==> src/rtl/rv_multicycle_ctrl.sv <==
// Multi-cycle RV32I control FSM: sequences fetch/decode/execute/memory/writeback
// over a unified req/ready memory, with a memory-wait timeout and a sticky trap.
module rv_multicycle_ctrl #(
  parameter bit          HAS_BLT      = 1'b1,
  parameter int unsigned WAIT_TIMEOUT = 16,
  parameter int unsigned STATE_W      = 4
) (
  input  logic               clk,
  input  logic               areset,
  input  logic [6:0]         opcode,
  input  logic [2:0]         funct3,
  input  logic               funct7b5,
  input  logic               zero,
  input  logic               sign,
  input  logic               mem_ready,
  output logic               mem_req,
  output logic               mem_write,
  output logic               adr_src,
  output logic               ir_write,
  output logic               pc_write,
  output logic               reg_write,
  output logic [1:0]         alu_src_a,
  output logic [1:0]         alu_src_b,
  output logic [1:0]         result_src,
  output logic [1:0]         imm_src,
  output logic [2:0]         alu_control,
  output logic               trap,
  output logic [1:0]         trap_cause,
  output logic [STATE_W-1:0] state
);

  localparam int unsigned CNT_W = (WAIT_TIMEOUT < 2) ? 1 : $clog2(WAIT_TIMEOUT + 1);
  localparam logic [CNT_W-1:0] CNT_MAX  = CNT_W'(WAIT_TIMEOUT);
  localparam logic [CNT_W-1:0] CNT_LAST = CNT_W'((WAIT_TIMEOUT == 0) ? 0 : WAIT_TIMEOUT - 1);

  localparam logic [6:0] OP_LOAD  = 7'b0000011;
  localparam logic [6:0] OP_STORE = 7'b0100011;
  localparam logic [6:0] OP_R     = 7'b0110011;
  localparam logic [6:0] OP_I     = 7'b0010011;
  localparam logic [6:0] OP_BR    = 7'b1100011;
  localparam logic [6:0] OP_JAL   = 7'b1101111;

  localparam logic [2:0] ALU_ADD = 3'b000;
  localparam logic [2:0] ALU_SUB = 3'b001;
  localparam logic [2:0] ALU_AND = 3'b010;
  localparam logic [2:0] ALU_OR  = 3'b011;
  localparam logic [2:0] ALU_SLT = 3'b101;

  localparam logic [1:0] SRC_A_PC    = 2'b00;
  localparam logic [1:0] SRC_A_OLDPC = 2'b01;
  localparam logic [1:0] SRC_A_REG   = 2'b10;
  localparam logic [1:0] SRC_B_REG   = 2'b00;
  localparam logic [1:0] SRC_B_IMM   = 2'b01;
  localparam logic [1:0] SRC_B_FOUR  = 2'b10;

  localparam logic [1:0] RES_ALUOUT = 2'b00;
  localparam logic [1:0] RES_RDATA  = 2'b01;
  localparam logic [1:0] RES_ALU    = 2'b10;

  localparam logic [1:0] IMM_I = 2'b00;
  localparam logic [1:0] IMM_S = 2'b01;
  localparam logic [1:0] IMM_B = 2'b10;

  localparam logic [1:0] TC_NONE    = 2'b00;
  localparam logic [1:0] TC_ILLEGAL = 2'b01;
  localparam logic [1:0] TC_TIMEOUT = 2'b10;

  typedef enum logic [3:0] {
    S_FETCH    = 4'd0,
    S_DECODE   = 4'd1,
    S_MEMADR   = 4'd2,
    S_MEMREAD  = 4'd3,
    S_MEMWB    = 4'd4,
    S_MEMWRITE = 4'd5,
    S_EXEC_R   = 4'd6,
    S_EXEC_I   = 4'd7,
    S_ALUWB    = 4'd8,
    S_BRANCH   = 4'd9,
    S_JAL      = 4'd10,
    S_TRAP     = 4'd11
  } state_t;

  state_t           st, st_nxt;
  logic [CNT_W-1:0] cnt;
  logic [1:0]       cause_nxt;
  logic             is_mem_st, timeout_hit;
  logic             req_c, wr_c, irw_c, pcw_c, rgw_c;

  function automatic logic alu_f3_ok(input logic [2:0] f3);
    return (f3 == 3'b000) || (f3 == 3'b010) || (f3 == 3'b110) || (f3 == 3'b111);
  endfunction

  function automatic logic br_f3_ok(input logic [2:0] f3);
    return (f3 == 3'b000) || (HAS_BLT && (f3 == 3'b100));
  endfunction

  function automatic logic [2:0] alu_op(input logic [2:0] f3, input logic is_r, input logic f7b5);
    logic [2:0] op;
    op = ALU_ADD;
    case (f3)
      3'b000:  op = (is_r && f7b5) ? ALU_SUB : ALU_ADD;
      3'b010:  op = ALU_SLT;
      3'b110:  op = ALU_OR;
      3'b111:  op = ALU_AND;
      default: op = ALU_ADD;
    endcase
    return op;
  endfunction

  assign is_mem_st   = (st == S_FETCH) || (st == S_MEMREAD) || (st == S_MEMWRITE);
  // Ready in the last allowed wait cycle takes priority over the timeout.
  assign timeout_hit = (WAIT_TIMEOUT != 0) && is_mem_st && !mem_ready && (cnt == CNT_LAST);

  // Next state and combinational control outputs.
  always_comb begin
    st_nxt      = st;
    cause_nxt   = TC_NONE;
    req_c       = 1'b0;
    wr_c        = 1'b0;
    irw_c       = 1'b0;
    pcw_c       = 1'b0;
    rgw_c       = 1'b0;
    adr_src     = 1'b0;
    alu_src_a   = SRC_A_PC;
    alu_src_b   = SRC_B_REG;
    result_src  = RES_ALUOUT;
    imm_src     = IMM_I;
    alu_control = ALU_ADD;
    case (st)
      S_FETCH: begin
        req_c      = 1'b1;
        alu_src_b  = SRC_B_FOUR;
        result_src = RES_ALU;
        if (mem_ready) begin
          irw_c  = 1'b1;
          pcw_c  = 1'b1;
          st_nxt = S_DECODE;
        end else if (timeout_hit) begin
          st_nxt    = S_TRAP;
          cause_nxt = TC_TIMEOUT;
        end
      end
      S_DECODE: begin
        alu_src_a = SRC_A_OLDPC;
        alu_src_b = SRC_B_IMM;
        imm_src   = IMM_B;
        case (opcode)
          OP_LOAD, OP_STORE: st_nxt = S_MEMADR;
          OP_R:              st_nxt = alu_f3_ok(funct3) ? S_EXEC_R : S_TRAP;
          OP_I:              st_nxt = alu_f3_ok(funct3) ? S_EXEC_I : S_TRAP;
          OP_BR:             st_nxt = br_f3_ok(funct3) ? S_BRANCH : S_TRAP;
          OP_JAL:            st_nxt = S_JAL;
          default:           st_nxt = S_TRAP;
        endcase
        if (st_nxt == S_TRAP) cause_nxt = TC_ILLEGAL;
      end
      S_MEMADR: begin
        alu_src_a = SRC_A_REG;
        alu_src_b = SRC_B_IMM;
        imm_src   = (opcode == OP_LOAD) ? IMM_I : IMM_S;
        st_nxt    = (opcode == OP_LOAD) ? S_MEMREAD : S_MEMWRITE;
      end
      S_MEMREAD: begin
        req_c   = 1'b1;
        adr_src = 1'b1;
        if (mem_ready) begin
          st_nxt = S_MEMWB;
        end else if (timeout_hit) begin
          st_nxt    = S_TRAP;
          cause_nxt = TC_TIMEOUT;
        end
      end
      S_MEMWB: begin
        result_src = RES_RDATA;
        rgw_c      = 1'b1;
        st_nxt     = S_FETCH;
      end
      S_MEMWRITE: begin
        req_c   = 1'b1;
        wr_c    = 1'b1;
        adr_src = 1'b1;
        if (mem_ready) begin
          st_nxt = S_FETCH;
        end else if (timeout_hit) begin
          st_nxt    = S_TRAP;
          cause_nxt = TC_TIMEOUT;
        end
      end
      S_EXEC_R: begin
        alu_src_a   = SRC_A_REG;
        alu_src_b   = SRC_B_REG;
        alu_control = alu_op(funct3, 1'b1, funct7b5);
        st_nxt      = S_ALUWB;
      end
      S_EXEC_I: begin
        alu_src_a   = SRC_A_REG;
        alu_src_b   = SRC_B_IMM;
        imm_src     = IMM_I;
        alu_control = alu_op(funct3, 1'b0, funct7b5);
        st_nxt      = S_ALUWB;
      end
      S_ALUWB: begin
        result_src = RES_ALUOUT;
        rgw_c      = 1'b1;
        st_nxt     = S_FETCH;
      end
      S_BRANCH: begin
        alu_src_a   = SRC_A_REG;
        alu_src_b   = SRC_B_REG;
        alu_control = ALU_SUB;
        result_src  = RES_ALUOUT;
        pcw_c       = ((funct3 == 3'b000) && zero) || (HAS_BLT && (funct3 == 3'b100) && sign);
        st_nxt      = S_FETCH;
      end
      S_JAL: begin
        alu_src_a   = SRC_A_OLDPC;
        alu_src_b   = SRC_B_FOUR;
        alu_control = ALU_ADD;
        result_src  = RES_ALUOUT;
        pcw_c       = 1'b1;
        st_nxt      = S_ALUWB;
      end
      S_TRAP:  st_nxt = S_TRAP;
      default: st_nxt = S_FETCH;
    endcase
  end

  // State, wait counter and sticky trap registers.
  always_ff @(posedge clk or posedge areset) begin
    if (areset) begin
      st         <= S_FETCH;
      cnt        <= '0;
      trap       <= 1'b0;
      trap_cause <= TC_NONE;
    end else begin
      st <= st_nxt;
      if (st_nxt != st) begin
        cnt <= '0;
      end else if (is_mem_st && !mem_ready && (cnt != CNT_MAX)) begin
        cnt <= cnt + CNT_W'(1);
      end
      if ((st_nxt == S_TRAP) && !trap) begin
        trap       <= 1'b1;
        trap_cause <= cause_nxt;
      end
    end
  end

  assign mem_req   = req_c & ~areset;
  assign mem_write = wr_c  & ~areset;
  assign ir_write  = irw_c & ~areset;
  assign pc_write  = pcw_c & ~areset;
  assign reg_write = rgw_c & ~areset;
  assign state     = STATE_W'(st);

endmodule

==> config.mk <==
export PLATFORM = sky130hd
export DESIGN_NAME = rv_multicycle_ctrl
export DESIGN_NICKNAME = d
export VERILOG_FILES = /design/src/rtl/rv_multicycle_ctrl.sv
export SDC_FILE = /design/constraint.sdc
export NUM_CORES = 1
export LEC_CHECK = 0
export BUFFER_PORTS_ARGS = -buffer_cell sky130_fd_sc_hd__buf_2
export CELL_PAD_IN_SITES_DETAIL_PLACEMENT = 2
export CELL_PAD_IN_SITES_GLOBAL_PLACEMENT = 2
export CORE_ASPECT_RATIO = 0.8
export CORE_MARGIN = 2
export CORE_UTILIZATION = 25
export CTS_CLUSTER_DIAMETER = 30
export CTS_CLUSTER_SIZE = 20
export DETAILED_ROUTE_END_ITERATION = 8
export PLACE_DENSITY = 0.79
export SETUP_SLACK_MARGIN = 0.3
export SLEW_MARGIN = 20
export SYNTH_ARGS = -nofsm -noshare
export SYNTH_HDL_FRONTEND = slang
export SYNTH_SLANG_ARGS = --single-unit
export TNS_END_PERCENT = 30
==> constraint.sdc <==
create_clock -name clk -period 2.7 [get_ports clk]
set_clock_uncertainty 0.2 [all_clocks]
set_input_delay 0.135 -clock clk [delete_from_list [all_inputs] [get_ports clk]]
set_output_delay 0.135 -clock clk [all_outputs]
set_load 0.02 [all_outputs]
Word-level counts from Yosys, hierarchy flattened
Cells that the tools add are included.
- register bits: 12
- bits in latches: 0
- RAM bits: 0
- memory bits (read-only): 0
- output and inout port bits: 24
- memories: 0
- add/sub/neg operators: 1
- $mul: 0
- divide/modulo/power cells: 0
- order comparisons: 0
- equal/unequal tests: 26
- shift-type cells: 0
- multiplexer cells: 33
- bitwise gates (word level): 6
- reductions and logical operators: 27
- operator list (operator ; number):
    $mux 4 ; 7
    $pmux 4 s7 ; 1
    $eq 4x4->1 const B ; 6
    $pmux 2 s2 ; 5
    $pmux 4 s5 ; 1
    $pmux 3 s3 ; 2
    $eq 4x3->1 const B ; 4
    $eq 7x6->1 const B ; 2
    $eq 7x7->1 const B ; 2
    $pmux 3 s4 ; 1
    $mux 5 ; 2
    $reduce_or 2->1 ; 5
    $eq 3x3->1 const B ; 3
    $mux 1 ; 9
    $reduce_or 3->1 ; 3
    $eq 4x2->1 const B ; 2
    $eq 7x2->1 const B ; 1
    $eq 7x5->1 const B ; 1
    $logic_or 1x1->1 ; 7
    $logic_and 1x1->1 ; 6
    $mux 2 ; 3
    $add 5x1->5 const B ; 1
    $and 1x1->1 ; 5
    $eq 5x4->1 const B ; 1
    12 further kinds ; 13

Longest topological paths before layout
- depth in word-level cells: 10
- gate-level depth with buffers: 9
- mapped depth without buffers: 9

Worst setup path after synthesis
OpenSTA, ideal clock, no wires.
- path type: register -> register
- from: reg cnt[0]
- to: reg cnt[4]
- data arrival time: 2.362 ns
- required time: 2.406 ns
- slack: 0.044 ns
- stages on the path, launching flop included: 10
- clock period less this slack: 2.656 ns
- path through: dfrtp_1 > ha_1 > and3_1 > ha_1 > or4b_2 > a21oi_1 > a21oi_2 > mux2_4 > o2111ai_2 > a221oi_2
- longest elaborated chain between the ends: 7
- elaborated cells on any way between the ends: 14
- those cells by class: 1 x add/sub; 3 x eq/ne; 7 x mux; 3 x reduce/logical
- ends and longest elaborated chain (element ; RTL line ; RTL):
    start, declared ; 84 ; logic [CNT_W-1:0] cnt;
    start signal, assigned ; 240 ; cnt <= cnt + CNT_W'(1);
    $eq 5x4->1 ; 112 ; assign timeout_hit = (WAIT_TIMEOUT != 0) && is_mem_st && !mem_ready && (cnt == CNT_LAST);
    $logic_and 1x1->1 ; 112 ;
    $mux 4 ; 138, 168, 184 ;
    $mux 4 (on tied branches) ; 182, 134, 166 ;
    $pmux 4 s7 ; 129 ; case (st)
    $ne 4x4->1 ; 237 ; if (st_nxt != st) begin
    $mux 5 or $reduce_bool 2->1 (tied branches) ; -- ;
Parallel ways exist; a longest one is shown, timed or not. The select of a mux whose other input is x is not followed.
A chain may end at the register's enable or synchronous reset.

Final worst setup path
- from: reg cnt[1]
- to: reg cnt[4]
Same word-level chain as after synthesis.

==> qor.csv <==
metric,value,unit
synthFlopType,dfrtp_1,
synth.net_count,174,
cp_max_fo,5,
yosys.area_share.simple,30.88,%
synth_compound_area_share,25.18,%
finalInstanceArea,0.001752,mm^2
final_core_util,37.88,%
clock_sinks,12,
synth_edf_count,0,
synthDistinctLibCells,53,
nets,224,
grt_max_degree,24,
viasPerCell,5.160,
leakage,0.0007318,uW
final_cell_mix,"39 x buf_2, 18 x nor2_1, 14 x buf_4",
antenna_found_initial,0,
hpwl,3375,um
rows,22,
slew_viol_final,0,
syn-instance-count,155,
routedWlPerCell,18.17,um
routabilityCongestion,0.7746,
syn2layout_area_growth,45.08,%
ant_nets,0,
wl,4780,um
yosys_warnings,0,
finalCriticalPeriod,2562,ps
drive_above_1_share,44.33,%
port_buffers,39,
drt_iter0_markers,82,
clockBufferDepth,2,
peakVddDrop,0.0003894,V
clkTransAtPathRegs,50,ps
netlist.area_leader.share,24.87,%
synth_area_leaders,"dfrtp_1 25%, nor2_1 5.9%, nor3_1 4.1%, inv_1 3.7%, nand2_1 3.7%",
powerDensity,1062,mW/mm^2
drc,0,
die_h,66.16,um
die-area,0.005405,mm^2
synth_area_leader_cell,dfrtp_1,
synth-xor-area-share,4.352,%
worstSetupStartpointType,flip-flop,
numCtsBuffers,3,
grt_pass1_wl,7714,um
coreArea,0.004624,mm^2
grt.total_usage,18.64,%
postSynthAreaPerCell,7.790,um^2
synth-seq-cells,12,
status,"finished, final reports clean",
fillers,551,
first_global_vias,1413,
netlist_area,0.001207,mm^2
dpl-instance-area,0.001528,mm^2
ys_seq_area_share,24.87,%
hold_violations,0,
grt_overflow,0,
relSlewSlack,57.97,%
multi_input_area,962.2,um^2
async_flop_share,100.0,%
synthMuxAreaShare,3.834,%
required,2650,ps
cts_tree,yes,
max_freq,390.3,MHz
pin_count,40,
setup_viol_count_final,0,
synthAdderAreaFrac,3.109,%
hold_class,input pin to flip-flop,
min_period_over_period,94.89,%
regArea,302.8,um^2
synth_top_family_by_area,simple AND/OR/NAND/NOR gates,
grt_setup_unrepaired,yes,
worstPathArrival,2510,ps
mostFrequentLayoutCell,buf_2,
h-tree-depth,1,
dp_cells,253,
worst_pin_slew,630.4,ps
drt_first_pass_iters,4,
cts_root_buffer,clkbuf_8,
fp.dieW,81.70,um
end_kind,flip-flop,
path_class,flip-flop to flip-flop,
antenna_cells,0,
num_vias,1357,
instances_no_fill,263,
clock_latency,240,ps
drv_cap,0,
initial_utilization,26.11,%
fin_tns_setup,0,ps
worst paths after layout:
| check | from | to | slack (ps) | depth (start not counted) |
|---|---|---|---|---|
| worst max-delay path | cnt[1] | cnt[4] | 140 | 10 |
| worst min-delay path | opcode[4] | state[2] | 140 | 3 |
| worst max register to register | cnt[1] | cnt[4] | 140 | 10 |
| worst min register to register | trap_cause[0] | trap_cause[0] | 320 | 1 |
| max in group asynchronous | areset | state[0] | 1580 | 3 |
| min in group asynchronous | areset | state[2] | 340 | 3 |
final cells by class:
type | count | area share (%)
clock buffers | 3 | 2.357
inverters | 12 | 2.786
multi-input cells | 121 | 54.93
flip-flops and latches | 12 | 17.29
well taps | 60 | 4.286
repair buffers | 55 | 18.36
power by group:
part	switching (uW)	internal, uW
Sequential	22.8	221
Combinational	927	531
Clock	61.3	97.9
Total	1010	849
cells in the mapped netlist, drive strengths merged, types with 2 or more instances:
| cell type | number |
|---|---|
| buf | 7 |
| o21ai | 6 |
| nor4b | 4 |
| nor4 | 4 |
| nor2 | 19 |
| mux2 | 2 |
| xnor2 | 4 |
| and3 | 2 |
| o21a | 2 |
| nor3 | 10 |
| o22ai | 2 |
| a21oi | 7 |
| a21boi | 3 |
| or3 | 3 |
| ha | 3 |
| inv | 12 |
| nor3b | 2 |
| nand3b | 2 |
| or4b | 2 |
| nand2b | 2 |
| dfrtp | 12 |
| o221ai | 2 |
| clkbuf | 3 |
| mux2i | 2 |
| xor2 | 2 |
| nand2 | 12 |
| or2 | 3 |
timing repair:
item | CTS | global route
hold endpoints to repair | 12 | 0
gates resized for setup | 5 | 18
setup endpoints to repair | 8 | 10
pin swaps | 3 | 7
buffers inserted | 4 | 2
hold buffers | 1 | 0
critical path: stages (launching register included):
cell and delay, ps:
dfrtp_1 390, ha_2 190, and3_4 180, ha_4 160, buf_6 120, or3_1 360, a21oi_2 170, a221o_1 140
a21o_1 130, o2111ai_4 190, a221oi_2 230
metal layers:
layer,share of wire [%],up-vias,GRT usage (%)
met1,49,664,27.94
met5,0,-,0
met2,47,34,28.79
met3,4.1,0,3.005
met4,0,0,2.083
li1,-,659,-
state kept, by name, summed over array words and instances (netlist names):
signal      cells
state           4
cnt             5
trap_cause      2
trap            1
cell families (layout without fill, tap and decap cells):
kind of cell               after synthesis  after routing
AOI/OAI and AO/OA                       38             38
xor gates and xnor gates                 6              6
adders and majority gates                3              3
buffers and inverters                   22             70
DFF                                     12             12
muxes                                    4              4
and+or+nand+nor                         70             70
metrics by stage:
stage               hold WS, ps  worst slack, ps  power, uW
global route              149.8            41.82       2001
CTS                       134.2            154.8       1777
finish                    137.1            138.1       1861
global placement          21.77            178.5       1533
floorplan                -195.4            293.5       1165
detailed placement        24.95            46.32       1573
Note: power is estimated with default switching activity, not from simulation.
